==> src/rtl/mem_lsu.sv <==
// ---------------------------------------------------------------------------
// mem_lsu -- memory-access stage behind the load/store execute unit.
//
// Purpose:
//   Captures one load/store request, runs it on a req/gnt/rvalid data bus with
//   byte enables and lane-replicated write data, and returns sign/zero-extended
//   load data on the writeback port. The upstream pipeline is stalled while a
//   transaction is outstanding. Bus errors and timeouts raise a one-cycle
//   exception pulse carrying the faulting byte address.
//
// Build option:
//   MISALIGN_TRAP_EN  defined   -> misaligned half/word accesses issue no bus
//                                  cycle and raise an exception instead.
//                     undefined -> misaligned addresses are force-aligned and
//                                  the access proceeds normally.
//
// Op encoding on mem_op_i:
//   0 NOP, 1 LB, 2 LH, 3 LW, 4 LBU, 5 LHU, 6 SB, 7 SH, 8 SW (others ignored)
//
// Ports:
//   clk_i, rst_n_i          clock (rising edge), asynchronous active-low reset
//   valid_i, mem_op_i,
//   mem_we_i, mem_addr_i,
//   mem_data_i, rd_i        request from execute
//   stall_o                 hold execute stage and upstream
//   bus_req_o, bus_we_o,
//   bus_addr_o, bus_be_o,
//   bus_wdata_o             bus request channel (held until bus_gnt_i)
//   bus_gnt_i, bus_rvalid_i,
//   bus_rdata_i, bus_err_i  bus grant / response channel
//   wb_we_o, wb_rd_o,
//   wb_wdata_o              one-cycle load writeback
//   exc_o, exc_addr_o       one-cycle exception pulse and faulting address
// ---------------------------------------------------------------------------
module mem_lsu #(
    parameter int ADDR_WIDTH     = 32,
    parameter int DATA_WIDTH     = 32,
    parameter int TIMEOUT_CYCLES = 255
) (
    input  logic                  clk_i,
    input  logic                  rst_n_i,
    input  logic                  valid_i,
    input  logic [3:0]            mem_op_i,
    input  logic                  mem_we_i,
    input  logic [ADDR_WIDTH-1:0] mem_addr_i,
    input  logic [DATA_WIDTH-1:0] mem_data_i,
    input  logic [4:0]            rd_i,
    output logic                  stall_o,
    output logic                  bus_req_o,
    output logic                  bus_we_o,
    output logic [ADDR_WIDTH-1:0] bus_addr_o,
    output logic [3:0]            bus_be_o,
    output logic [DATA_WIDTH-1:0] bus_wdata_o,
    input  logic                  bus_gnt_i,
    input  logic                  bus_rvalid_i,
    input  logic [DATA_WIDTH-1:0] bus_rdata_i,
    input  logic                  bus_err_i,
    output logic                  wb_we_o,
    output logic [4:0]            wb_rd_o,
    output logic [DATA_WIDTH-1:0] wb_wdata_o,
    output logic                  exc_o,
    output logic [ADDR_WIDTH-1:0] exc_addr_o
);

    localparam logic [3:0] OP_LB  = 4'd1;
    localparam logic [3:0] OP_LH  = 4'd2;
    localparam logic [3:0] OP_LW  = 4'd3;
    localparam logic [3:0] OP_LBU = 4'd4;
    localparam logic [3:0] OP_LHU = 4'd5;
    localparam logic [3:0] OP_SB  = 4'd6;
    localparam logic [3:0] OP_SH  = 4'd7;
    localparam logic [3:0] OP_SW  = 4'd8;

    localparam logic [1:0] SZ_BYTE = 2'd0;
    localparam logic [1:0] SZ_HALF = 2'd1;
    localparam logic [1:0] SZ_WORD = 2'd2;

    // The 8-bit counter aborts on the cycle it would reach TIMEOUT_CYCLES.
    localparam logic [7:0] TIMEOUT_LAST = 8'(TIMEOUT_CYCLES - 1);

    typedef enum logic [1:0] {IDLE, REQ, WAIT, RESP} state_t;

    state_t                  state_reg;
    logic [3:0]              op_reg;
    logic [1:0]              off_reg;
    logic [ADDR_WIDTH-1:0]   addr_reg;
    logic [4:0]              rd_reg;
    logic                    store_reg;
    logic [7:0]              cnt_reg;

    // ---------------------------------------------------------------------
    // Request decode
    // ---------------------------------------------------------------------
    logic                  dec_known;
    logic                  dec_store;
    logic [1:0]            dec_size;
    logic [1:0]            dec_off;
    logic [3:0]            dec_be;
    logic [DATA_WIDTH-1:0] dec_wdata;
    logic                  accept;

    always_comb begin
        dec_known = 1'b1;
        dec_store = 1'b0;
        dec_size  = SZ_WORD;
        case (mem_op_i)
            OP_LB, OP_LBU: dec_size = SZ_BYTE;
            OP_LH, OP_LHU: dec_size = SZ_HALF;
            OP_LW:         dec_size = SZ_WORD;
            OP_SB: begin
                dec_store = 1'b1;
                dec_size  = SZ_BYTE;
            end
            OP_SH: begin
                dec_store = 1'b1;
                dec_size  = SZ_HALF;
            end
            OP_SW: begin
                dec_store = 1'b1;
                dec_size  = SZ_WORD;
            end
            default: dec_known = 1'b0;  // NOP and unknown codes
        endcase
    end

    // Lane offset after force-alignment; in the trapping build misaligned
    // accesses never reach the bus, so the same offset serves both builds.
    always_comb begin
        case (dec_size)
            SZ_BYTE: begin
                dec_off   = mem_addr_i[1:0];
                dec_be    = 4'b0001 << dec_off;
                dec_wdata = {4{mem_data_i[7:0]}};
            end
            SZ_HALF: begin
                dec_off   = {mem_addr_i[1], 1'b0};
                dec_be    = mem_addr_i[1] ? 4'b1100 : 4'b0011;
                dec_wdata = {2{mem_data_i[15:0]}};
            end
            default: begin
                dec_off   = 2'b00;
                dec_be    = 4'hF;
                dec_wdata = mem_data_i;
            end
        endcase
    end

`ifdef MISALIGN_TRAP_EN
    logic dec_misalign;
    assign dec_misalign = ((dec_size == SZ_HALF) && mem_addr_i[0]) ||
                          ((dec_size == SZ_WORD) && (mem_addr_i[1:0] != 2'b00));
`endif

    // A request whose write flag contradicts its op class is malformed and is
    // treated like an unknown op.
    assign accept = (state_reg == IDLE) && valid_i && dec_known &&
                    (mem_we_i == dec_store);

    // RESP already returns to IDLE, so stall is released there and execute
    // presents its next request in the cycle after RESP.
    assign stall_o = rst_n_i &&
                     (accept || (state_reg == REQ) || (state_reg == WAIT));

    // ---------------------------------------------------------------------
    // Response handling
    // ---------------------------------------------------------------------
    function automatic logic [DATA_WIDTH-1:0] load_extend(
        input logic [3:0]            op,
        input logic [1:0]            off,
        input logic [DATA_WIDTH-1:0] rdata
    );
        logic [DATA_WIDTH-1:0] r;
        r = rdata >> {off, 3'b000};
        case (op)
            OP_LB:   load_extend = {{24{r[7]}}, r[7:0]};
            OP_LBU:  load_extend = {24'd0, r[7:0]};
            OP_LH:   load_extend = {{16{r[15]}}, r[15:0]};
            OP_LHU:  load_extend = {16'd0, r[15:0]};
            default: load_extend = r;
        endcase
    endfunction

    logic                  complete;
    logic                  timeout_hit;
    logic [DATA_WIDTH-1:0] load_data;

    // Grant and rvalid together in REQ complete the access in one step.
    assign complete    = bus_rvalid_i &&
                         (((state_reg == REQ) && bus_gnt_i) || (state_reg == WAIT));
    assign timeout_hit = ((state_reg == REQ) || (state_reg == WAIT)) &&
                         !complete && (cnt_reg == TIMEOUT_LAST);
    assign load_data   = load_extend(op_reg, off_reg, bus_rdata_i);

    // ---------------------------------------------------------------------
    // FSM with registered outputs
    // ---------------------------------------------------------------------
    always_ff @(posedge clk_i or negedge rst_n_i) begin
        if (!rst_n_i) begin
            state_reg   <= IDLE;
            op_reg      <= '0;
            off_reg     <= '0;
            addr_reg    <= '0;
            rd_reg      <= '0;
            store_reg   <= 1'b0;
            cnt_reg     <= '0;
            bus_req_o   <= 1'b0;
            bus_we_o    <= 1'b0;
            bus_addr_o  <= '0;
            bus_be_o    <= '0;
            bus_wdata_o <= '0;
            wb_we_o     <= 1'b0;
            wb_rd_o     <= '0;
            wb_wdata_o  <= '0;
            exc_o       <= 1'b0;
            exc_addr_o  <= '0;
        end else begin
            wb_we_o <= 1'b0;
            exc_o   <= 1'b0;
            case (state_reg)
                IDLE: begin
                    if (accept) begin
                        op_reg    <= mem_op_i;
                        off_reg   <= dec_off;
                        addr_reg  <= mem_addr_i;
                        rd_reg    <= rd_i;
                        store_reg <= dec_store;
                        cnt_reg   <= '0;
`ifdef MISALIGN_TRAP_EN
                        if (dec_misalign) begin
                            state_reg  <= RESP;
                            exc_o      <= 1'b1;
                            exc_addr_o <= mem_addr_i;
                        end else
`endif
                        begin
                            state_reg   <= REQ;
                            bus_req_o   <= 1'b1;
                            bus_we_o    <= dec_store;
                            bus_addr_o  <= {mem_addr_i[ADDR_WIDTH-1:2], 2'b00};
                            bus_be_o    <= dec_be;
                            bus_wdata_o <= dec_wdata;
                        end
                    end
                end
                REQ, WAIT: begin
                    if (complete || timeout_hit) begin
                        state_reg <= RESP;
                        bus_req_o <= 1'b0;
                        if (timeout_hit || bus_err_i) begin
                            exc_o      <= 1'b1;
                            exc_addr_o <= addr_reg;
                        end else if (!store_reg) begin
                            wb_we_o    <= 1'b1;
                            wb_rd_o    <= rd_reg;
                            wb_wdata_o <= load_data;
                        end
                    end else begin
                        cnt_reg <= cnt_reg + 8'd1;
                        if ((state_reg == REQ) && bus_gnt_i) begin
                            state_reg <= WAIT;
                            bus_req_o <= 1'b0;
                        end
                    end
                end
                RESP:    state_reg <= IDLE;
                default: state_reg <= IDLE;
            endcase
        end
    end

endmodule

==> config.mk <==
export PLATFORM = sky130hd
export DESIGN_NAME = mem_lsu
export DESIGN_NICKNAME = d
export VERILOG_FILES = /design/src/rtl/mem_lsu.sv
export SDC_FILE = /design/constraint.sdc
export NUM_CORES = 1
export LEC_CHECK = 0
export BUFFER_PORTS_ARGS = -buffer_cell sky130_fd_sc_hd__buf_2
export CORE_UTILIZATION = 51
export DETAILED_ROUTE_END_ITERATION = 8
export PLACE_DENSITY = 0.9
export SETUP_SLACK_MARGIN = 0.3
export SYNTH_ARGS = -nofsm -noshare
export SYNTH_HDL_FRONTEND = slang
export SYNTH_SLANG_ARGS = --single-unit
==> constraint.sdc <==
create_clock -name clk_i -period 2.65 [get_ports clk_i]
set_clock_uncertainty 0.15 [all_clocks]
set_input_delay 0.53 -clock clk_i [delete_from_list [all_inputs] [get_ports clk_i]]
set_output_delay 0.53 -clock clk_i [all_outputs]
set_load 0.005 [all_outputs]
==> out/results.ini, run 1 <==
[worst_setup_path]
cp-startpoint = mem_op_i[3]
rrSetupSlack_ns = 0.37
crit_fanout = 6
crit_type = primary input to output pin
r2r-start = state_reg[0]$_DFFE_PN0P_
end_kind = output pin
cp-start-kind = primary input
required_ns = 1.97
worstReg2RegEnd = cnt_reg[3]$_DFFE_PN0P_
rr_worst_depth = 8
cp.arrival_ns = 1.68

[floorplan]
die_h_um = 123
start_util_pct = 53.2
coreArea_um2 = 14100
rows = 43
dieWidth_um = 123
io_pins = 254
die_area_um2 = 15200

[drt]
drtIter0Drc = 428
via_per_inst = 5.42
first_pass_iters = 5
routed_wl_mm = 19.3
drc_errors = 0
vias = 6366
ant_nets = 0
routedWlPerCell_um = 16.4

[yosys]
synth_cell_types = 53
synthArstFlopShare_pct = 100
synthCells = 763
synth-seq-area-share_pct = 54.0
ys_ff_latch = 162
synth_edf_count = 0
syn-cell-area_um2 = 7500
synthFlopType = dfrtp_1
synth_warnings = 0
syn_avg_cell_area_um2 = 9.83

[grt]
grt_use_total_pct = 25.6
gr-total-overflow = 0
grt_pass1_wl_mm = 29.7
grt_max_degree = 163
grt_pass1_vias = 6130
antenna_found_initial = 0

[place]
dp_cells = 1135
portBuffers = 251
pre_cts_slack_ns = 0.194
dp_hpwl_mm = 13.2
place_congestion = 0.835

[cts]
cts.htree.levels = 4
cts_buffers = 17
clk-insertion-delay-late_ns = 0.43
path_clk_slew_ns = 0.06
cts_root_buffer = clkbuf_16
cts.sinks = 162
holdBufCountCts = 0
cts.path.max_buffers = 2
cts_tree = done

[pwr]
irDropWorstVdd_uv = 706
p_leak_nw = 4.96
power_density_nw_per_um2 = 1160

[sta]
slew_headroom_pct = 34.0
finalSetupViolCount = 0
setup-tns-final_ns = 0
worst_slew_pin_slew_ns = 0.988
finalHoldViolCount = 0
fin_crit_sh_pct = 88.9
fmax_mhz = 425
rsz0062_at_grt = yes
finalCriticalPeriod_ns = 2.36
hold_slack_ns = 0.0926
worst_slack_ns = 0.294
slew_viol_final = 0

[finish]
utilization_pct = 67.5
layout_common_cells = 247 x buf_2, 227 x nand2_1, 162 x dfrtp_1, 45 x nor2_1, 34 x mux2_2
antenna_cells = 0
fillCellCount = 1084
multi_input_comb_area_um2 = 3080
area_delta_synth_final_pct = 26.9
stdcell_count = 1175
final_common_cell = buf_2
drive_above_1_share_pct = 36.8
final-seq-area_um2 = 4050
fin_nets = 1100

[flow_run]
maxCapViolCount = 0

[hold_path]
hold_path.class = primary input to asynchronous set/reset pin

[run_status]
status = complete, no violations

metrics by stage:
step	power, mW	cell area (µm²)
global route	11.8	9520
floorplan	6.79	7510
global placement	8.08	8720
detailed placement	8.27	8720
finish	11.0	9520
CTS	10.9	9390
routing by layer:
| metal | vias up | GRT usage, % | part of all wire [%] |
|---|---|---|---|
| li1 | 2991 | - | - |
| met1 | 3105 | 30.5 | 40 |
| met2 | 241 | 44.2 | 51 |
| met3 | 29 | 6.23 | 6.5 |
| met4 | 0 | 10.5 | 2.0 |
| met5 | - | 0 | 0 |
cells in the mapped netlist (all sizes together), types with 6 or more instances:
library cell	count	area (µm²)
nor2	46	175
a211oi	7	52.6
a21oi	25	129
o31ai	11	82.6
nand3	6	30.0
o22a	8	70.1
nor2b	10	62.6
inv	8	30.0
o21a	10	75.1
buf	55	372
o211ai	8	65.1
ha	6	75.1
a31oi	12	75.1
mux2i	33	330
a22oi	8	60.1
o21ai	32	164
clkbuf	19	71.3
nand2	230	863
mux2	34	383
dfrtp	162	4050
worst max-delay path, stage by stage:
cell and delay [ns]:
buf_8 0.10, or2_1 0.21, o32a_1 0.40, a21oi_4 0.18, o31a_1 0.14, buf_2 0.11
cell type report:
cell class	count	share of cell area, %
multi-input cells	521	32.4
flip-flops and latches	162	42.6
clock inverters	15	2.02
clock buffers	17	4.47
inverters	8	0.315
repair buffers	272	15.8
well taps	180	2.37
kinds of logic after synthesis:
group,count (synthesis),share of synthesized area (%)
mux,68,9.81
other cells,1,0.0500
xor+xnor,2,0.234
buf+inv,82,6.31
simple gates,309,16.8
flops,162,54.0
fa+ha+maj,6,1.00
compound gates,133,11.7
power breakdown:
part           internal (mW)  switching, mW
Combinational           1.97           2.19
Clock                   1.51           1.06
Sequential              3.60          0.707
what timing repair did:
item / in CTS / in global routing
gates cloned: 1 / 1
endpoints found under the setup margin: 44 / 64
gates resized for setup: 5 / 21
buffers inserted: 2 / 4
hold endpoints to repair: 0 / 0
pin swaps: 1 / 5
worst max-delay path by stage:
stage                                 endpoint  slack (ns)  cells after the start
floorplan                              stall_o        0.33                      6
global placement                       stall_o        0.28                      6
global route                           stall_o        0.25                      6
detailed placement  exc_addr_o[17]$_DFFE_PN0P_        0.19                      8
CTS                     cnt_reg[3]$_DFFE_PN0P_        0.26                      8
finish                                 stall_o        0.29                      6
Note: power is estimated with default switching activity, not from simulation.
==> run 2, diff against run 1 <==
--- a/config.mk
+++ b/config.mk
@@ -8,7 +8,7 @@
 export BUFFER_PORTS_ARGS = -buffer_cell sky130_fd_sc_hd__buf_2
 export CORE_UTILIZATION = 51
 export DETAILED_ROUTE_END_ITERATION = 8
-export PLACE_DENSITY = 0.9
+export PLACE_DENSITY = 0.83
 export SETUP_SLACK_MARGIN = 0.3
 export SYNTH_ARGS = -nofsm -noshare
 export SYNTH_HDL_FRONTEND = slang
==> run 2 against run 1 <==
Effect of this change:
- core utilization down 0.51 points
- sequential share of layout area up 0.32 points
- routed wire length down 1.6%
- sequential power about the same
- fmax up 1.1%
- combinational power down 1%
==> out/results.ini, run 2 (same netlist as run 1, synthesis figures left out) <==
[run_status]
status = complete, no violations

[floorplan]
die_area_um2 = 15200
rows = 43
coreArea_um2 = 14100
die_h_um = 123
io_pins = 254
start_util_pct = 53.2
dieWidth_um = 123

[grt]
grt_max_degree = 163
grt_pass1_wl_mm = 29.4
grt_pass1_vias = 5892
gr-total-overflow = 0
grt_use_total_pct = 25.5
antenna_found_initial = 0

[drt]
first_pass_iters = 5
routed_wl_mm = 19.0
drtIter0Drc = 385
drc_errors = 0
vias = 6188
ant_nets = 0
via_per_inst = 5.27
routedWlPerCell_um = 16.2

[place]
pre_cts_slack_ns = 0.200
dp_cells = 1136
portBuffers = 251
place_congestion = 0.863
dp_hpwl_mm = 13.1

[worst_setup_path]
end_kind = output pin
cp_slowest_cell = o32a_1
cp-start-kind = primary input
crit_fanout = 4
crit_type = primary input to output pin
cp.arrival_ns = 1.65
worstPathCellList = buf_8 > or2_1 > o32a_1 > a21oi_4 > o31a_1 > buf_2
max_stage_delay_ns = 0.40
required_ns = 1.97

[hold_path]
hold_path.class = primary input to asynchronous set/reset pin

[finish]
area_delta_synth_final_pct = 26.0
final_common_cell = buf_2
drive_above_1_share_pct = 36.2
stdcell_count = 1174
final-seq-area_um2 = 4050
fin_nets = 1099
multi_input_comb_area_um2 = 3040
fillCellCount = 1147
layout_common_cells = 247 x buf_2, 227 x nand2_1, 162 x dfrtp_1, 45 x nor2_1, 34 x mux2_2
utilization_pct = 67.0

[pwr]
p_leak_nw = 4.94
power_density_nw_per_um2 = 1150
irDropWorstVdd_uv = 642

[sta]
rsz0062_at_grt = yes
finalHoldViolCount = 0
worst_slew_pin_slew_ns = 0.986
setup-tns-final_ns = 0
fmax_mhz = 429
finalSetupViolCount = 0
fin_crit_sh_pct = 87.9
hold_slack_ns = 0.0709
finalCriticalPeriod_ns = 2.33
slew_viol_final = 0
slew_headroom_pct = 34.2
worst_slack_ns = 0.319

[cts]
cts_buffers = 17
cts_root_buffer = clkbuf_16
path_clk_slew_ns = 0.06
clk-insertion-delay-late_ns = 0.42
holdBufCountCts = 0
cts.path.max_buffers = 2
cts.sinks = 162
cts_tree = done
cts.htree.levels = 4

[flow_run]
maxCapViolCount = 0

[run 2: cell count changes in the layout (fill, tap and decap cells not counted), moves of 2 or more]
cell        delta
inv_8          -2
clkbuf_8       +2
o31ai_1        +3
clkinv_4       +2
clkinvlp_4     -2
o31ai_2        -3
inv_6          -2
[run 2: path summary, 6_finish.rpt]
check / start / endpoint / slack, ns / cells past startpoint
max in group asynchronous: rst_n_i / addr_reg[1]$_DFFE_PN0P_ / 1.61 / 2
worst max register to register: state_reg[1]$_DFFE_PN0P_ / exc_addr_o[13]$_DFFE_PN0P_ / 0.38 / 8
min in group clk_i: mem_addr_i[26] / addr_reg[26]$_DFFE_PN0P_ / 0.14 / 3
worst min-delay path: rst_n_i / bus_wdata_o[16]$_DFFE_PN0P_ / 0.07 / 2
worst max-delay path: mem_op_i[3] / stall_o / 0.32 / 6
worst min register to register: wb_wdata_o[5]$_DFFE_PN0P_ / wb_wdata_o[5]$_DFFE_PN0P_ / 0.32 / 2
[run 2: metrics by stage]
step / area, µm² / total power, mW
5_1_grt: 9450 / 11.6
3_3_place_gp: 8730 / 8.13
4_1_cts: 9370 / 10.8
3_5_place_dp: 8730 / 8.29
6_report: 9450 / 10.8
2_1_floorplan: 7510 / 6.79
[run 2: final cells by class]
| cell class | count | share of cell area (%) |
|---|---|---|
| Antenna cell | 1 | 0.0265 |
| Timing Repair Buffer | 272 | 16.0 |
| Clock buffer | 20 | 4.83 |
| Sequential cell | 162 | 42.9 |
| Inverter | 8 | 0.318 |
| Tap cell | 180 | 2.38 |
| Clock inverter | 11 | 1.38 |
| Multi-Input combinational cell | 520 | 32.2 |
[run 2: repair_timing]
action,4_1_cts,5_1_grt
gates cloned,1,0
resized for setup,6,14
endpoints found under the setup margin,33,65
pin swaps,0,5
setup buffers,1,4
[run 2: critical path, delay by kind of cell]
family          cells  cell delay, ns
simple gates        1            0.22
compound gates      3            0.69
buf+inv             2            0.22
[run 2: power by group]
| part | switching, mW | internal [mW] |
|---|---|---|
| clock network | 0.982 | 1.44 |
| registers | 0.707 | 3.60 |
| logic | 2.16 | 1.94 |
| total | 3.85 | 6.98 |
[run 2: routing by layer]
| metal | vias up | GRT usage [%] | routed length, µm |
|---|---|---|---|
| li1 | 2977 | - | - |
| met1 | 2955 | 31.4 | 7940 |
| met2 | 234 | 42.4 | 9400 |
| met3 | 22 | 7.10 | 1380 |
| met4 | 0 | 10.0 | 279 |
| met5 | - | 0 | 0 |
==> run 3, diff against run 2 <==
--- a/config.mk
+++ b/config.mk
@@ -6,9 +6,10 @@
 export NUM_CORES = 1
 export LEC_CHECK = 0
 export BUFFER_PORTS_ARGS = -buffer_cell sky130_fd_sc_hd__buf_2
-export CORE_UTILIZATION = 51
+export CORE_UTILIZATION = 52
+export CTS_BUF_LIST = sky130_fd_sc_hd__clkbuf_4 sky130_fd_sc_hd__clkbuf_8
 export DETAILED_ROUTE_END_ITERATION = 8
-export PLACE_DENSITY = 0.83
+export PLACE_DENSITY = 0.84
 export SETUP_SLACK_MARGIN = 0.3
 export SYNTH_ARGS = -nofsm -noshare
 export SYNTH_HDL_FRONTEND = slang
==> run 3 against run 2 <==
Effect of this change:
- the run now ends with hold timing left
- worst setup slack improved by 0.013 ns
- fmax increased by 0.56%
- global-route usage about the same
- critical path type unchanged
- critical path depth unchanged
- largest power group unchanged
- combinational power increased by 1%
- flip-flop and latch count unchanged
- sequential power about the same
- design area decreased by 1.2%
==> out/results.ini, run 3 (same netlist as run 1, synthesis figures left out) <==
[finish]
fin_nets = 1101
layout_common_cells = 249 x buf_2, 227 x nand2_1, 162 x dfrtp_1, 45 x nor2_1, 34 x mux2_2
final_common_cell = buf_2
stdcell_count = 1177
area_delta_synth_final_pct = 24.4
fin_area_um2 = 9330
utilization_pct = 66.7
drive_above_1_share_pct = 36.9

[grt]
grt_pass1_vias = 5898
antenna_found_initial = 1
grt_pass1_wl_mm = 29.1
gr-total-overflow = 0
grt_use_total_pct = 25.5
grt_max_degree = 163

[drt]
drc_errors = 0
ant_nets = 0
vias = 6252
routedWlPerCell_um = 15.9
drtIter0Drc = 494
via_per_inst = 5.31
first_pass_iters = 5
routed_wl_mm = 18.7

[cts]
cts.sinks = 162
cts.htree.levels = 4
cts_tree = done
cts_buffers = 17
cts_root_buffer = clkbuf_8
cts.path.max_buffers = 2
clk-insertion-delay-late_ns = 0.45
path_clk_slew_ns = 0.08

[place]
dp_cells = 1136
pre_cts_slack_ns = 0.184
dp_hpwl_mm = 12.9
portBuffers = 251
place_congestion = 0.850
postPlaceCellArea_um2 = 8740

[run_status]
status = finished with violations
violations = hold timing

[sta]
worst_slew_pin_slew_ns = 0.931
finalHoldViolCount = 16
slew_headroom_pct = 37.9
finalCriticalPeriod_ns = 2.32
fin_crit_sh_pct = 87.5
slew_viol_final = 0
worst_slack_ns = 0.332
hold_slack_ns = -0.0130
fmax_mhz = 431
setup-tns-final_ns = 0
rsz0062_at_grt = yes
finalSetupViolCount = 0

[pwr]
p_leak_nw = 4.89
power_density_nw_per_um2 = 1110
irDropWorstVdd_uv = 600

[floorplan]
start_util_pct = 53.6
die_area_um2 = 14900
dieWidth_um = 122
coreArea_um2 = 14000
rows = 43
die_h_um = 122
io_pins = 254

[worst_setup_path]
cp.arrival_ns = 1.64
end_kind = output pin
cp-start-kind = primary input
crit_type = primary input to output pin
required_ns = 1.97
rr_worst_depth = 8
crit_fanout = 5

[hold_path]
hold_path.class = primary input to asynchronous set/reset pin

[flow_run]
maxCapViolCount = 0

run 3: changes by cell type in the layout (fill, tap and decap cells not counted), sizes merged:
cell      delta
buf          +2
bufinv       +1
clkbuf       -2
clkinv       -2
clkinvlp     +1
inv          +3
run 3: area by class of cell:
class | count | area, µm²
diodes | 1 | 2.50
clock buffers | 18 | 248
clock inverters | 14 | 178
fillers | 1119 | 4650
inverters | 8 | 30.0
multi-input cells | 520 | 3080
flip-flops and latches | 162 | 4050
well taps | 180 | 225
repair buffers | 274 | 1520
run 3: worst max-delay path, stage by stage:
cell     delay (ns)
buf_2          0.13
or2_1          0.23
o32a_1         0.35
a21oi_4        0.15
o31a_1         0.12
buf_2          0.12
run 3: worst paths after layout:
path | to | slack (ns) | startpoint
min in group clk_i | addr_reg[14]$_DFFE_PN0P_ | 0.11 | mem_addr_i[14]
worst max-delay path | stall_o | 0.33 | mem_op_i[1]
worst max register to register | cnt_reg[6]$_DFFE_PN0P_ | 0.43 | state_reg[0]$_DFFE_PN0P_
worst min register to register | wb_rd_o[2]$_DFFE_PN0P_ | 0.32 | rd_reg[2]$_DFFE_PN0P_
max in group asynchronous | bus_wdata_o[12]$_DFFE_PN0P_ | 1.61 | rst_n_i
worst min-delay path | state_reg[0]$_DFFE_PN0P_ | -0.01 | rst_n_i
run 3: per-stage QoR:
stage                     power [mW]  hold WS (ns)
after global placement          8.12         0.298
after floorplan                 6.79        0.0844
after global routing            11.2        0.0766
after detailed placement        8.30         0.307
after CTS                       10.3        0.0821
final                           10.4       -0.0130
run 3: repair_timing:
| item | CTS | global route |
|---|---|---|
| hold buffers | 0 | 0 |
| pin swaps | 1 | 2 |
| resized for setup | 5 | 17 |
| buffers inserted | 3 | 4 |
| cloned | 1 | 0 |
| setup endpoints to repair | 42 | 65 |
run 3: where the power goes:
group,internal [mW],switching [mW]
Combinational,1.99,2.14
Clock,0.974,0.942
Sequential,3.59,0.720
Total,6.56,3.81
run 3: layer usage:
layer | global-route usage [%] | wire length, µm
met1 | 31.8 | 7900
met5 | 0 | 0
met2 | 42.4 | 9190
met3 | 6.88 | 1160
met4 | 9.68 | 422
